### src/rtl/ewm_gate_tile_sched_pkg.sv
// Shared types, default widths and config helpers for the output-gate sequencing control.
package ewm_ctrl_pkg;

    typedef enum logic [1:0] {
        IDLE  = 2'd0,
        RUN   = 2'd1,
        DRAIN = 2'd2,
        DONE  = 2'd3
    } sched_state_t;

    localparam int DEF_TILE_CNT_W = 8;
    localparam int DEF_TOK_CNT_W  = 12;

    // A zero tile/token count would describe an empty run; it is treated as one.
    function automatic logic [31:0] sat_cfg(input logic [31:0] v);
        return (v == 32'd0) ? 32'd1 : v;
    endfunction

endpackage

### src/rtl/ewm_gate_tile_sched_if.sv
// Handshake bundle between the g/s producers, the gate datapath, the y consumer and the scheduler.
interface ewm_gate_tile_sched_if
    import ewm_ctrl_pkg::*;
#(
    parameter int TILE_CNT_W = DEF_TILE_CNT_W,
    parameter int TOK_CNT_W  = DEF_TOK_CNT_W
);
    logic                  g_valid_i;
    logic                  g_ready_o;
    logic                  g_valid_o;
    logic                  g_ready_i;
    logic                  s_valid_i;
    logic                  s_ready_o;
    logic                  s_valid_o;
    logic                  s_ready_i;
    logic                  y_valid_i;
    logic                  y_ready_i;
    logic                  y_ready_o;
    logic                  y_valid_o;
    logic [TILE_CNT_W-1:0] y_tile_idx;
    logic [TOK_CNT_W-1:0]  y_tok_idx;
    logic                  y_last_tile;
    logic                  y_last_run;

    // Environment side: producers, datapath and downstream consumer.
    modport master (
        output g_valid_i, g_ready_i, s_valid_i, s_ready_i, y_valid_i, y_ready_i,
        input  g_ready_o, g_valid_o, s_ready_o, s_valid_o, y_ready_o, y_valid_o,
        input  y_tile_idx, y_tok_idx, y_last_tile, y_last_run
    );

    // Scheduler side.
    modport slave (
        input  g_valid_i, g_ready_i, s_valid_i, s_ready_i, y_valid_i, y_ready_i,
        output g_ready_o, g_valid_o, s_ready_o, s_valid_o, y_ready_o, y_valid_o,
        output y_tile_idx, y_tok_idx, y_last_tile, y_last_run
    );

endinterface

### src/rtl/ewm_gate_tile_sched_tile_tok_counter.sv
// Tile/token position counter: tile wraps at num_tiles-1 and carries into the token count.
module tile_tok_counter
    import ewm_ctrl_pkg::*;
#(
    parameter int TILE_CNT_W = DEF_TILE_CNT_W,
    parameter int TOK_CNT_W  = DEF_TOK_CNT_W
) (
    input  logic                  clk,
    input  logic                  rst_n,
    input  logic                  clr,
    input  logic                  adv,
    input  logic [TILE_CNT_W-1:0] num_tiles,
    input  logic [TOK_CNT_W-1:0]  num_tokens,
    output logic [TILE_CNT_W-1:0] tile_idx,
    output logic [TOK_CNT_W-1:0]  tok_idx,
    output logic                  last_tile,
    output logic                  last_run
);

    assign last_tile = (tile_idx == num_tiles - TILE_CNT_W'(1));
    assign last_run  = last_tile && (tok_idx == num_tokens - TOK_CNT_W'(1));

    // NOTE: reset is sampled on the clock edge (synchronous), and all state uses <= so every
    // flop in the design updates from the same pre-edge values.
    always_ff @(posedge clk) begin
        if (!rst_n || clr) begin
            tile_idx <= '0;
            tok_idx  <= '0;
        end else if (adv) begin
            if (last_tile) begin
                tile_idx <= '0;
                tok_idx  <= last_run ? '0 : tok_idx + TOK_CNT_W'(1);
            end else begin
                tile_idx <= tile_idx + TILE_CNT_W'(1);
            end
        end
    end

endmodule

### src/rtl/ewm_gate_tile_sched.sv
// Run sequencer for the y = s * g gate datapath: beat budget, in-flight cap, output tagging.
module ewm_gate_tile_sched
    import ewm_ctrl_pkg::*;
#(
    parameter int TILE_CNT_W   = DEF_TILE_CNT_W,
    parameter int TOK_CNT_W    = DEF_TOK_CNT_W,
    parameter int MAX_INFLIGHT = 4,
    parameter int INF_W        = 4
) (
    input  logic                  clk,
    input  logic                  rst_n,
    input  logic                  start,
    input  logic                  abort,
    input  logic [TILE_CNT_W-1:0] cfg_num_tiles,
    input  logic [TOK_CNT_W-1:0]  cfg_num_tokens,
    output logic                  busy,
    output logic                  done,
    ewm_gate_tile_sched_if.slave  bus
);

    localparam logic [INF_W-1:0] INF_CAP = INF_W'(MAX_INFLIGHT);

    sched_state_t          state_q, state_d;
    logic [TILE_CNT_W-1:0] num_tiles_q;
    logic [TOK_CNT_W-1:0]  num_tokens_q;
    logic [INF_W-1:0]      g_inflight, s_inflight;
    logic                  g_exh_q, s_exh_q;
    logic                  g_en, s_en, g_ready, s_ready;
    logic                  g_acc, s_acc, y_acc;
    logic                  abort_hit, clr;

    logic [TILE_CNT_W-1:0] g_tile, s_tile;
    logic [TOK_CNT_W-1:0]  g_tok, s_tok;
    logic                  g_last_tile, s_last_tile, g_last_run, s_last_run;
    logic                  unused_idx;

    assign busy      = (state_q == RUN) || (state_q == DRAIN);
    assign abort_hit = abort && busy;
    // Counters are held clear in IDLE so every run starts from zero without a separate init step.
    assign clr       = (state_q == IDLE) || abort_hit;

    // Enables depend on registered state only, so ready never follows valid combinationally.
    assign g_en = (state_q == RUN) && !g_exh_q && (g_inflight < INF_CAP);
    assign s_en = (state_q == RUN) && !s_exh_q && (s_inflight < INF_CAP);

    assign g_ready       = bus.g_ready_i && g_en;
    assign s_ready       = bus.s_ready_i && s_en;
    assign bus.g_ready_o = g_ready;
    assign bus.s_ready_o = s_ready;
    assign bus.g_valid_o = bus.g_valid_i && g_en;
    assign bus.s_valid_o = bus.s_valid_i && s_en;
    assign g_acc         = bus.g_valid_i && g_ready;
    assign s_acc         = bus.s_valid_i && s_ready;

    assign bus.y_valid_o = bus.y_valid_i && busy;
    assign bus.y_ready_o = bus.y_ready_i && busy;
    assign y_acc         = bus.y_valid_i && busy && bus.y_ready_i;

    tile_tok_counter #(.TILE_CNT_W(TILE_CNT_W), .TOK_CNT_W(TOK_CNT_W)) u_g_cnt (
        .clk(clk), .rst_n(rst_n), .clr(clr), .adv(g_acc),
        .num_tiles(num_tiles_q), .num_tokens(num_tokens_q),
        .tile_idx(g_tile), .tok_idx(g_tok), .last_tile(g_last_tile), .last_run(g_last_run)
    );

    tile_tok_counter #(.TILE_CNT_W(TILE_CNT_W), .TOK_CNT_W(TOK_CNT_W)) u_s_cnt (
        .clk(clk), .rst_n(rst_n), .clr(clr), .adv(s_acc),
        .num_tiles(num_tiles_q), .num_tokens(num_tokens_q),
        .tile_idx(s_tile), .tok_idx(s_tok), .last_tile(s_last_tile), .last_run(s_last_run)
    );

    tile_tok_counter #(.TILE_CNT_W(TILE_CNT_W), .TOK_CNT_W(TOK_CNT_W)) u_y_cnt (
        .clk(clk), .rst_n(rst_n), .clr(clr), .adv(y_acc),
        .num_tiles(num_tiles_q), .num_tokens(num_tokens_q),
        .tile_idx(bus.y_tile_idx), .tok_idx(bus.y_tok_idx),
        .last_tile(bus.y_last_tile), .last_run(bus.y_last_run)
    );

    // Input-side positions only matter through their last_run flag.
    assign unused_idx = ^{g_tile, g_tok, g_last_tile, s_tile, s_tok, s_last_tile};

    function automatic logic [INF_W-1:0] infl_next(input logic [INF_W-1:0] cur,
                                                   input logic inc, input logic dec);
        logic dec_ok;
        dec_ok = dec && (cur != '0);
        case ({inc, dec_ok})
            2'b10:   return cur + INF_W'(1);
            2'b01:   return cur - INF_W'(1);
            default: return cur;
        endcase
    endfunction

    // NOTE: every always_comb output gets a default before the case, so no path leaves it
    // unassigned and no latch is inferred.
    always_comb begin
        state_d = state_q;
        done    = 1'b0;
        case (state_q)
            IDLE:  if (start) state_d = RUN;
            RUN: begin
                if (abort)                          state_d = IDLE;
                else if (y_acc && bus.y_last_run)   state_d = DONE;
                else if (g_exh_q && s_exh_q)        state_d = DRAIN;
            end
            DRAIN: begin
                if (abort)                          state_d = IDLE;
                else if (y_acc && bus.y_last_run)   state_d = DONE;
            end
            DONE: begin
                done    = 1'b1;
                state_d = IDLE;
            end
            default: state_d = IDLE;
        endcase
    end

    always_ff @(posedge clk) begin
        if (!rst_n) begin
            state_q      <= IDLE;
            num_tiles_q  <= TILE_CNT_W'(1);
            num_tokens_q <= TOK_CNT_W'(1);
        end else begin
            state_q <= state_d;
            if (start && (state_q == IDLE)) begin
                num_tiles_q  <= TILE_CNT_W'(sat_cfg(32'(cfg_num_tiles)));
                num_tokens_q <= TOK_CNT_W'(sat_cfg(32'(cfg_num_tokens)));
            end
        end
    end

    always_ff @(posedge clk) begin
        if (!rst_n || clr) begin
            g_inflight <= '0;
            s_inflight <= '0;
            g_exh_q    <= 1'b0;
            s_exh_q    <= 1'b0;
        end else begin
            g_inflight <= infl_next(g_inflight, g_acc, y_acc);
            s_inflight <= infl_next(s_inflight, s_acc, y_acc);
            if (g_acc && g_last_run) g_exh_q <= 1'b1;
            if (s_acc && s_last_run) s_exh_q <= 1'b1;
        end
    end

    // A y beat can only exist for a g and an s beat that were already accepted.
    a_no_inflight_underflow: assert property (@(posedge clk) disable iff (!rst_n)
        y_acc |-> (g_inflight != '0) && (s_inflight != '0));

endmodule

### src/flat_wrapper.sv
// flat-port wrapper written by rule: the top's interface ports become plain ports
module ewm_gate_tile_sched_flat import ewm_ctrl_pkg::*;
#(
    parameter int TILE_CNT_W   = DEF_TILE_CNT_W,
    parameter int TOK_CNT_W    = DEF_TOK_CNT_W,
    parameter int MAX_INFLIGHT = 4,
    parameter int INF_W        = 4
)
  (clk, rst_n, start, abort, cfg_num_tiles, cfg_num_tokens, busy, done, bus_g_valid_i, bus_g_ready_i, bus_s_valid_i, bus_s_ready_i, bus_y_valid_i, bus_y_ready_i, bus_g_ready_o, bus_g_valid_o, bus_s_ready_o, bus_s_valid_o, bus_y_ready_o, bus_y_valid_o, bus_y_tile_idx, bus_y_tok_idx, bus_y_last_tile, bus_y_last_run);
  ewm_gate_tile_sched_if #(.TILE_CNT_W(TILE_CNT_W), .TOK_CNT_W(TOK_CNT_W)) bus_i ();
  input  logic clk;
  input  logic rst_n;
  input  logic start;
  input  logic abort;
  input  logic [TILE_CNT_W-1:0] cfg_num_tiles;
  input  logic [TOK_CNT_W-1:0] cfg_num_tokens;
  output logic busy;
  output logic done;
  input wire logic [$bits(bus_i.g_valid_i)-1:0] bus_g_valid_i;
  input wire logic [$bits(bus_i.g_ready_i)-1:0] bus_g_ready_i;
  input wire logic [$bits(bus_i.s_valid_i)-1:0] bus_s_valid_i;
  input wire logic [$bits(bus_i.s_ready_i)-1:0] bus_s_ready_i;
  input wire logic [$bits(bus_i.y_valid_i)-1:0] bus_y_valid_i;
  input wire logic [$bits(bus_i.y_ready_i)-1:0] bus_y_ready_i;
  output wire logic [$bits(bus_i.g_ready_o)-1:0] bus_g_ready_o;
  output wire logic [$bits(bus_i.g_valid_o)-1:0] bus_g_valid_o;
  output wire logic [$bits(bus_i.s_ready_o)-1:0] bus_s_ready_o;
  output wire logic [$bits(bus_i.s_valid_o)-1:0] bus_s_valid_o;
  output wire logic [$bits(bus_i.y_ready_o)-1:0] bus_y_ready_o;
  output wire logic [$bits(bus_i.y_valid_o)-1:0] bus_y_valid_o;
  output wire logic [$bits(bus_i.y_tile_idx)-1:0] bus_y_tile_idx;
  output wire logic [$bits(bus_i.y_tok_idx)-1:0] bus_y_tok_idx;
  output wire logic [$bits(bus_i.y_last_tile)-1:0] bus_y_last_tile;
  output wire logic [$bits(bus_i.y_last_run)-1:0] bus_y_last_run;
  assign bus_i.g_valid_i = bus_g_valid_i;
  assign bus_i.g_ready_i = bus_g_ready_i;
  assign bus_i.s_valid_i = bus_s_valid_i;
  assign bus_i.s_ready_i = bus_s_ready_i;
  assign bus_i.y_valid_i = bus_y_valid_i;
  assign bus_i.y_ready_i = bus_y_ready_i;
  assign bus_g_ready_o = bus_i.g_ready_o;
  assign bus_g_valid_o = bus_i.g_valid_o;
  assign bus_s_ready_o = bus_i.s_ready_o;
  assign bus_s_valid_o = bus_i.s_valid_o;
  assign bus_y_ready_o = bus_i.y_ready_o;
  assign bus_y_valid_o = bus_i.y_valid_o;
  assign bus_y_tile_idx = bus_i.y_tile_idx;
  assign bus_y_tok_idx = bus_i.y_tok_idx;
  assign bus_y_last_tile = bus_i.y_last_tile;
  assign bus_y_last_run = bus_i.y_last_run;
  ewm_gate_tile_sched #(.TILE_CNT_W(TILE_CNT_W), .TOK_CNT_W(TOK_CNT_W), .MAX_INFLIGHT(MAX_INFLIGHT), .INF_W(INF_W)) u_core (.clk(clk), .rst_n(rst_n), .start(start), .abort(abort), .cfg_num_tiles(cfg_num_tiles), .cfg_num_tokens(cfg_num_tokens), .busy(busy), .done(done), .bus(bus_i));
endmodule
### config.mk
export PLATFORM = sky130hd
export DESIGN_NAME = ewm_gate_tile_sched_flat
export DESIGN_NICKNAME = d
export VERILOG_FILES = /design/src/rtl/ewm_gate_tile_sched_pkg.sv /design/src/rtl/ewm_gate_tile_sched_if.sv /design/src/rtl/ewm_gate_tile_sched_tile_tok_counter.sv /design/src/rtl/ewm_gate_tile_sched.sv /design/src/flat_wrapper.sv
export SDC_FILE = /design/constraint.sdc
export NUM_CORES = 1
export LEC_CHECK = 0
export ABC_AREA = 1
export CAP_MARGIN = 5
export CORE_AREA = 2 2 112 114
export CTS_BUF_LIST = sky130_fd_sc_hd__clkbuf_16
export DETAILED_ROUTE_END_ITERATION = 8
export DIE_AREA = 0 0 114 116
export HOLD_SLACK_MARGIN = 0.02
export PLACE_DENSITY = 0.77
export SLEW_MARGIN = 20
export SYNTH_ARGS = -nofsm -noshare
export SYNTH_HDL_FRONTEND = slang
export SYNTH_SLANG_ARGS = --single-unit
### constraint.sdc
create_clock -name clk -period 2.4 [get_ports clk]
set_input_delay 0.36 -clock clk [delete_from_list [all_inputs] [get_ports clk]]
set_output_delay 0.36 -clock clk [all_outputs]
set_load 0.01 [all_outputs]
==> results of run 1 <==
[Yosys cell counts (11+ instances only)]
master,number,area (um^2)
nand4_1,26,163
dfxtp_1,92,1840
nor3_1,26,130
o21ai_0,25,125
inv_1,142,533
xor2_1,43,377
a21oi_1,48,240
nand2_2,12,75.1
nand3_1,62,310
a211oi_1,11,82.6
nor2_1,115,432
nand2_1,258,968
ha_1,19,238
[tightest hold or removal path, stage by stage (launching register included)]
cell	delay (ns)
dfxtp_1	0.31
nand2_1	0.05
a21oi_1	0.05
[metrics by stage]
| stage | util | setup WS (ns) |
|---|---|---|
| 3_5_place_dp | 0.639 | -0.176 |
| 3_3_place_gp | 0.639 | -0.129 |
| 2_1_floorplan | - | -0.00731 |
| 4_1_cts | 0.674 | -0.0387 |
| 6_report | 0.697 | 0.0307 |
| 5_1_grt | 0.697 | -0.121 |
[path summary, 6_finish.rpt]
| check | end | slack (ns) | depth (start not counted) |
|---|---|---|---|
| worst max-delay path | bus_y_last_run | 0.03 | 13 |
| worst min-delay path | u_core.g_inflight[0]$_SDFFE_PP0P_ | 0.46 | 2 |
| worst max register to register | u_core.g_inflight[3]$_SDFFE_PP0P_ | 0.06 | 14 |
| worst min register to register | u_core.g_inflight[0]$_SDFFE_PP0P_ | 0.46 | 2 |
[routing by layer]
layer  up-vias  track usage  share of wire
li1       3419            -              -
met1      3025        0.378           0.45
met2       221        0.441           0.46
met3        29       0.0544          0.073
met4         0        0.101          0.023
met5         -            0              0
[state kept, by name, summed over array words and instances, names as in the netlist, 8 cells and up]
register	count
u_core.u_y_cnt.tok_idx	12
u_core.u_g_cnt.tile_idx	8
u_core.u_s_cnt.tile_idx	8
u_core.u_s_cnt.tok_idx	12
u_core.u_g_cnt.tok_idx	12
u_core.num_tokens_q	12
u_core.num_tiles_q	8
u_core.u_y_cnt.tile_idx	8
[power breakdown]
part           switching, mW  internal, mW  total (mW)  leakage, nW
clock network          0.628          1.01        1.63        0.166
registers              0.126          1.66        1.78        0.747
logic                   2.20          1.62        3.82         2.58
total                   2.96          4.28        7.24         3.49
[final cells by class]
cell class | instances | area (um^2)
clock buffer | 9 | 225
clock inverter | 7 | 106
fill | 980 | 3600
inverter | 150 | 566
multi-input combinational | 717 | 4020
sequential | 92 | 1850
tap | 147 | 184
timing repair buffer | 158 | 1350
[kinds of logic after synthesis]
logic type	count (synthesis)	share of synthesized area
adders and majority gates	21	0.0448
buffers and inverters	159	0.0977
DFF	92	0.297
and+or+nand+nor	552	0.408
xor gates and xnor gates	46	0.0650
AOI/OAI and AO/OA	98	0.0872
[repair_timing]
| item | 4_1_cts | 5_1_grt |
|---|---|---|
| gates cloned | 0 | 0 |
| setup endpoints to repair | 12 | 33 |
| gates resized for setup | 29 | 60 |
| pin swaps | 3 | 40 |
| setup buffers | 0 | 11 |
==> out/qor.yml, run 1 <==
layout:
  fin_area_mm2: 0.00831
  area_delta_synth_final_pct: 34.0
  final_cells: 1280
  nets: 1179
  drive_gt1_frac: 0.202
  mostFrequentLayoutCell: "nand2_1"
  final_cell_mix: "242 x nand2_1, 135 x inv_1, 104 x nor2_1"
  antennaDiodeCount: 0
logic_synthesis:
  synth_warnings: 0
  syn-num-nets: 1019
  synth-edff-count: 0
  netlist_area_mm2: 0.00620
  ys_seq_area_frac: 0.297
  yosysUniqueCellTypes: 44
  synth_ff_type: "dfxtp_1"
  synth_cells: 968
  ys_ff_latch: 92
  avgSynthCellArea_um2: 6.40
  async_reset_ff_frac: 0
setup_path:
  startpoint: "u_core.num_tokens_q[1]$_SDFFE_PN0P_"
  slowest_delay_ns: 0.36
  crit_type: "reg2out"
  worst-path-buf-inv: 4
  end_kind: "output pin"
  cp-start-kind: "flip-flop"
  critPathRequiredTime_ns: 2.04
  critical_path_arrival_ns: 2.01
  cp_slowest_cell: "dfxtp_2"
  worst-path-max-fanout: 4
  rr_startpoint: "u_core.state_q[0]$_SDFFE_PN0P_"
  crit_chain: "inv_2 -> ha_4 -> nand3_4 -> buf_4 -> inv_1 -> nand2_1 -> nand2_1 -> nand2_1 -> nand3_1 -> nor2_2 -> nand4_1 -> nor3_2 -> buf_2"
  crit_family: "simple AND/OR/NAND/NOR gates"
  cp_common_cell: "nand2_1"
clock_tree:
  numCtsBuffers: 9
  cts_hold_buffers: 0
  clock_latency_ns: 0.36
  clock_path_buffers: 2
  h-tree-depth: 3
  cts_tree: "built"
  cts.reportedPaths.clkPinSlew_ns: 0.07
  root_buffer: "clkbuf_16"
  clock_sinks: 92
floorplanning:
  floorplan.initialDensity: 0.520
  die_area_mm2: 0.0132
  die_w_um: 114
  die_h_um: 116
  fp.coreArea_mm2: 0.0119
  rows: 40
  num_io_pins: 60
drt:
  via_count: 6694
  avgViaCountPerCell: 5.23
  drt-initial-drc-count: 463
  drc: 0
  totalWireLength_um: 18300
  antenna_left: 0
  drt_pass1_iterations: 6
  routedWlPerCell_um: 14.3
power:
  pwr_density_cell_mw_per_mm2: 872
  power.total_mw: 7.24
  p_leak_nw: 3.49
  vdd_drop_max_mv: 0.417
timing:
  holdWs_ns: 0.457
  setup_viol: 0
  tns_ns: 0
  fin_crit_sh: 0.987
  rsz0062_at_grt: "true"
  slew_violations: 0
  finClkSkew_ns: 0.0107
  period_needed_ns: 2.37
  hold_viol: 0
  relSlewSlack: 0.663
  worst_pin_slew_ns: 0.501
  fmax_mhz: 422
worst_hold_path:
  hold_class: "reg2reg"
  min-delay-start: "u_core.g_inflight[0]$_SDFFE_PP0P_"
flow_run:
  drv_cap: 0
global_route:
  grt-ovfl-total: 0
  grt_pass1_wl_um: 29000
  grt_max_degree: 25
  grt_pass1_vias: 6077
  grt_use_total: 0.278
  antenna_found_initial: 0
placement:
  place.detailed.hpwl_um: 13800
  port_buffers: 59
  dpl_cell_area_mm2: 0.00762
  place_inst: 1254
  gp_congestion: 0.958
status:
  status: "completed"
Power figures use the tool's default switching activity.
==> run 2: changes to the inputs <==
- clock period: 2.4 -> 2.1 ns (I/O delays scaled with it)
==> run 2 against run 1 <==
The flow now finishes with violations (negative setup slack). Non-clock buffer count grew 105. Global-route usage grew 4.6 points. Clock power grew 2%. Clock skew grew 0.0023 ns. Die area is the same. Clock-buffer cell count is the same. First-iteration DRC count grew 140%. Sequential share of layout area shrank 3.7 points. Via count grew 24%. Largest power group unchanged.
==> out/qor.yml, run 2 (synthesis gave the netlist of run 1 again) <==
timing:
  worst_pin_slew_ns: 0.759  # was 0.501 ns
  layout_setup_ws_ns: -0.546  # was 0.0307 ns
  rsz0062_at_grt: "true"  # unchanged
  fmax_mhz: 378
  holdWs_ns: 0.455  # was 0.457 ns
  period_needed_ns: 2.65
  setup_viol: 68  # was 0
  fin_crit_sh: 1.26
  relSlewSlack: 0.490  # was 0.663
  finClkSkew_ns: 0.0130  # was 0.0107 ns
  hold_viol: 0  # unchanged
  slew_violations: 0  # unchanged
status:
  status: "finished with violations"  # was completed
  violations: "negative setup slack"
global_route:
  grt_max_degree: 21  # was 25
  grt_pass1_wl_um: 33800  # was 29000 um
  antenna_found_initial: 0  # unchanged
  grt_pass1_vias: 7376  # was 6077
  grt_use_total: 0.324  # was 0.278
  grt-ovfl-total: 0  # unchanged
power:
  vdd_drop_max_mv: 0.748  # was 0.417 mV
  p_leak_nw: 4.25  # was 3.49 nW
  p_int_mw: 5.51  # was 4.28 mW
  pwr-share-seq: 0.207  # was 0.246
  netSwitchingFraction: 0.446  # was 0.408
  pwr_density_cell_mw_per_mm2: 995  # was 872 mW/mm^2
  p_comb_frac: 0.626  # was 0.528
  p_sw_mw: 4.43  # was 2.96 mW
  clockPowerShare: 0.168  # was 0.226
layout:
  mostFrequentLayoutCell: "nand2_1"  # unchanged
  antennaDiodeCount: 0  # unchanged
  final_cell_mix: "209 x nand2_1, 161 x buf_4, 125 x inv_1"  # was 242 x nand2_1, 135 x inv_1, 104 x nor2_1
  finish.utilization: 0.838  # was 0.697
  regArea_mm2: 0.00186  # was 0.00185 mm^2
  drive_gt1_frac: 0.374  # was 0.202
  nets: 1285  # was 1179
  fillers: 637  # was 980
  multi_input_area_mm2: 0.00475  # was 0.00402 mm^2
  final_cells: 1386  # was 1280
  area_delta_synth_final_pct: 61.1  # was 34.0%
flow_run:
  drv_cap: 0  # unchanged
drt:
  drt-initial-drc-count: 1126  # was 463
  via_count: 8295  # was 6694
  antenna_left: 0  # unchanged
  totalWireLength_um: 26600  # was 18300 um
  routedWlPerCell_um: 19.2  # was 14.3 um
  drt_pass1_iterations: 8  # was 6
  avgViaCountPerCell: 5.98  # was 5.23
  drc: 0  # unchanged
setup_path:
  critPathRequiredTime_ns: 1.78  # was 2.04 ns
  crit_type: "reg2out"  # unchanged
  cp-start-kind: "flip-flop"  # unchanged
  crit_family: "simple AND/OR/NAND/NOR gates"  # unchanged
  cp_common_cell: "buf_4"  # was nand2_1
  worst-path-max-fanout: 4  # unchanged
  end_kind: "output pin"  # unchanged
  worst-path-buf-inv: 3  # was 4
  slowest_delay_ns: 0.33  # was 0.36 ns
  cp_slowest_cell: "dfxtp_2"  # unchanged
  critical_path_arrival_ns: 2.33  # was 2.01 ns
  crit_chain: "buf_4 -> buf_4 -> xor2_1 -> nand2_1 -> nor2_2 -> nand3_1 -> nor2_1 -> nand4_1 -> nor3_4 -> buf_2"  # was inv_2 -> ha_4 -> nand3_4 -> buf_4 -> inv_1 -> nand2_1 -> nand2_1 -> nand2_1 -> nand3_1 -> nor2_2 -> nand4_1 -> nor3_2 -> buf_2
floorplanning:
  die_w_um: 114  # unchanged
  num_io_pins: 60  # unchanged
  rows: 40  # unchanged
  fp.coreArea_mm2: 0.0119  # unchanged
  floorplan.initialDensity: 0.520  # unchanged
  die_area_mm2: 0.0132  # unchanged
  die_h_um: 116  # unchanged
worst_hold_path:
  hold_class: "reg2reg"  # unchanged
clock_tree:
  numCtsBuffers: 9  # unchanged
  root_buffer: "clkbuf_16"  # unchanged
  h-tree-depth: 3  # unchanged
  cts_tree: "built"  # unchanged
  clock_path_buffers: 2  # unchanged
  cts_hold_buffers: 0  # unchanged
  cts.reportedPaths.clkPinSlew_ns: 0.07  # about the same
  clock_sinks: 92  # unchanged
  clock_latency_ns: 0.37  # was 0.36 ns
placement:
  preCtsSetupSlack_ns: -0.583  # was -0.176 ns
  gp_congestion: 0.963  # was 0.958
  place_inst: 1331  # was 1254
  port_buffers: 59  # unchanged
  place.detailed.hpwl_um: 14800  # was 13800 um
## run 2: cell count changes in the layout (fill, tap and decap cells not counted), sizes merged, moves of 2 or more
cell / before / now
buf: 101 / 206
clkdlybuf4s50: 57 / 51
dlygate4sd2: 0 / 5
bufinv: 3 / 1
## run 2: path summary, 6_finish.rpt
check / from / endpoint / slack [ns] / cells past startpoint
max: u_core.num_tokens_q[0]$_SDFFE_PN1P_ / bus_y_last_run / -0.55 / 10
max reg2reg: u_core.num_tokens_q[0]$_SDFFE_PN1P_ / u_core.u_y_cnt.tok_idx[9]$_SDFFE_PP0P_ / -0.37 / 12
min reg2reg: u_core.s_inflight[0]$_SDFFE_PP0P_ / u_core.s_inflight[0]$_SDFFE_PP0P_ / 0.45 / 2
min: u_core.s_inflight[0]$_SDFFE_PP0P_ / u_core.s_inflight[0]$_SDFFE_PP0P_ / 0.45 / 2
## run 2: what timing repair did
| item | CTS | global route |
|---|---|---|
| buffers inserted | 24 | 21 |
| gates resized for setup | 134 | 171 |
| cloned | 0 | 1 |
| setup endpoints to repair | 74 | 72 |
| pin swaps | 66 | 94 |
## run 2: power by group through the flow
| stage | clock (mW) | sequential, mW | combinational [mW] |
|---|---|---|---|
| floorplan | 0 | 2.04 | 2.31 |
| global placement | 0 | 2.04 | 4.30 |
| detailed placement | 0 | 2.04 | 4.40 |
| CTS | 1.65 | 2.03 | 5.01 |
| global route | 1.73 | 2.06 | 6.49 |
| finish | 1.67 | 2.05 | 6.21 |
## run 2: tightest hold or removal path, cell delays in order, from the launching register on
cell and delay, ns:
dfxtp_1 0.31, nand2_1 0.05, a21oi_1 0.05
## run 2: stage by stage
step | total power [mW] | setup TNS [ns] | instance area (um^2)
floorplan | 4.34 | -0.151 | 6290
global placement | 6.34 | -7.28 | 8310
detailed placement | 6.44 | -10.67 | 8310
CTS | 8.69 | -4.74 | 9210
global route | 10.3 | -18.40 | 9980
finish | 9.93 | -13.28 | 9980
## run 2: cell type report
class / instances / area share
multi-input combinational: 718 / 0.476
clock inverter: 7 / 0.00589
timing repair buffer: 263 / 0.231
tap: 147 / 0.0184
clock buffer: 9 / 0.0226
sequential: 92 / 0.186
inverter: 150 / 0.0594
## run 2: layer usage
layer  GRT usage  routed length [um]  vias up
met5           0                   0        -
met4       0.170                2110        0
met3      0.0581                3030      236
met2       0.559               12100      665
met1       0.387                9280     3778
li1            -                   -     3616
==> run 3: changes to the inputs <==
- CORE_AREA: 2 2 112 114 -> 2 2 107 109
- DIE_AREA: 0 0 114 116 -> 0 0 109 111
- PLACE_DENSITY: 0.77 -> 0.8
- clock period: 2.1 -> 2.8 ns (I/O delays scaled with it)
==> run 3 against run 2 <==
The run now ends clean. Non-clock buffer count fell by 179. Clock power fell by 21%. Total power fell by 46%. Cell count fell by 13%. Clock-buffer cell count did not move. Worst setup slack improved by 0.69 ns. Sequential share of layout area rose by 6.0 points. Critical path depth rose by 2. Wire length fell by 39%. Sequential power fell by 26%. Largest cell class unchanged.
==> out/qor.yml, run 3 (synthesis gave the netlist of run 1 again) <==
layout:
  mostFrequentLayoutCell: "nand2_1"  # unchanged
  antennaDiodeCount: 0  # unchanged
  fin_area_mm2: 0.00748  # was 0.00998 mm^2
  area_delta_synth_final_pct: 20.7  # was 61.1%
  final_cell_mix: "256 x nand2_1, 141 x inv_1, 113 x nor2_1"  # was 209 x nand2_1, 161 x buf_4, 125 x inv_1
  finish.utilization: 0.675  # was 0.838
  nets: 1105  # was 1285
  drive_gt1_frac: 0.0973  # was 0.374
setup_path:
  worst-path-max-fanout: 5  # was 4
  rr_worst_depth: 14  # was 12
  crit_type: "reg2out"  # unchanged
  critical_path_arrival_ns: 2.24  # was 2.33 ns
  end_kind: "output pin"  # unchanged
  critPathRequiredTime_ns: 2.38  # was 1.78 ns
  cp-start-kind: "flip-flop"  # unchanged
drt:
  drc: 0  # unchanged
  drt_pass1_iterations: 5  # was 8
  totalWireLength_um: 16300  # was 26600 um
  routedWlPerCell_um: 13.5  # was 19.2 um
  avgViaCountPerCell: 5.26  # was 5.98
  antenna_left: 0  # unchanged
  via_count: 6318  # was 8295
  drt-initial-drc-count: 551  # was 1126
timing:
  period_needed_ns: 2.66
  slew_violations: 0  # unchanged
  worst_pin_slew_ns: 0.668  # was 0.759 ns
  hold_viol: 0  # unchanged
  fin_crit_sh: 0.948
  finClkSkew_ns: 0.0103  # was 0.0130 ns
  holdWs_ns: 0.457  # was 0.455 ns
  setup_viol: 0  # was 68
  fmax_mhz: 377
  relSlewSlack: 0.553  # was 0.490
  rsz0062_at_grt: "false"  # was true
  tns_ns: 0  # was -13.28 ns
placement:
  place.detailed.hpwl_um: 12600  # was 14800 um
  port_buffers: 59  # unchanged
  dpl_cell_area_mm2: 0.00711  # was 0.00831 mm^2
  gp_congestion: 0.944  # was 0.963
clock_tree:
  cts.reportedPaths.clkPinSlew_ns: 0.07  # about the same
  clock_latency_ns: 0.35  # was 0.37 ns
  numCtsBuffers: 9  # unchanged
  h-tree-depth: 3  # unchanged
  post_cts_buffers: 0  # was 24
  cts_hold_buffers: 0  # unchanged
  root_buffer: "clkbuf_16"  # unchanged
  clock_path_buffers: 2  # unchanged
  cts_tree: "built"  # unchanged
  clock_sinks: 92  # unchanged
global_route:
  grt_pass1_wl_um: 27400  # was 33800 um
  grt_max_degree: 27  # was 21
  grt_use_total: 0.283  # was 0.324
  grt_pass1_vias: 5885  # was 7376
  antenna_found_initial: 0  # unchanged
  grt-ovfl-total: 0  # unchanged
worst_hold_path:
  hold-path-cell-count: 2  # unchanged
  hold_class: "reg2reg"  # unchanged
floorplanning:
  num_io_pins: 60  # unchanged
  die_w_um: 109  # was 114 um
  fp.coreArea_mm2: 0.0111  # was 0.0119 mm^2
  die_h_um: 111  # was 116 um
  die_area_mm2: 0.0121  # was 0.0132 mm^2
  rows: 39  # was 40
  floorplan.initialDensity: 0.559  # was 0.520
power:
  pwr_density_cell_mw_per_mm2: 721  # was 995 mW/mm^2
  p_leak_nw: 3.10  # was 4.25 nW
  vdd_drop_max_mv: 0.552  # was 0.748 mV
status:
  status: "completed"  # was finished with violations
flow_run:
  drv_cap: 0  # unchanged
[run 3: cell types whose count changed in the layout (fill, tap and decap cells not counted), moves of 18 or more]
cell,before,now
buf_4,161,25
nor2_1,76,113
nor2_2,35,9
buf_6,39,0
nand2_1,209,256
nand3_1,44,62
nand2_4,20,1
nand2_2,40,14
[run 3: per-stage QoR]
step	cells	worst slack, ns	total power [mW]
after floorplan	968	0.323	3.20
after global placement	1186	0.134	3.96
after detailed placement	1186	0.0759	3.99
after CTS	1202	0.0194	5.32
after global routing	1202	0.0110	5.77
final	1202	0.145	5.40
[run 3: worst paths after layout]
kind                                 startpoint                                 to  slack (ns)
max          u_core.num_tiles_q[1]$_SDFFE_PN0P_                    bus_y_last_tile        0.14
min           u_core.s_inflight[0]$_SDFFE_PP0P_  u_core.s_inflight[0]$_SDFFE_PP0P_        0.46
max reg2reg      u_core.state_q[0]$_SDFFE_PN0P_  u_core.s_inflight[3]$_SDFFE_PP0P_        0.26
min reg2reg   u_core.s_inflight[0]$_SDFFE_PP0P_  u_core.s_inflight[0]$_SDFFE_PP0P_        0.46
[run 3: repair_timing]
item,CTS,global route
resized for setup,5,17
setup endpoints to repair,2,4
pin swaps,0,1
[run 3: critical path: stages (launching register included)]
cell and delay [ns]:
dfxtp_1 0.39, inv_2 0.08, ha_4 0.18, nand2_2 0.10
nand2_1 0.09, nand2_1 0.06, nand2_1 0.04, nand3b_1 0.14
nor2_1 0.17, nand3_4 0.12, buf_4 0.18, inv_1 0.09
clkdlybuf4s15_1 0.24
[run 3: report_power, final]
group / leakage (nW) / switching, mW / total (mW) / internal (mW)
clock network: 0.147 / 0.538 / 1.32 / 0.778
logic: 2.21 / 1.63 / 2.56 / 0.925
registers: 0.746 / 0.112 / 1.52 / 1.41
total: 3.10 / 2.28 / 5.40 / 3.11
[run 3: cell type report]
class	instances	area, um^2
fill	980	3590
clock inverter	7	91.3
multi-input combinational	717	3810
inverter	150	563
sequential	92	1840
clock buffer	9	225
timing repair buffer	84	773
tap	143	179
[run 3: routing by layer]
layer,wire length [um],global-route usage,share of wire
met5,0,0,0
met4,439,0.115,0.027
met3,1230,0.0464,0.075
met1,7750,0.407,0.48
met2,6850,0.417,0.42
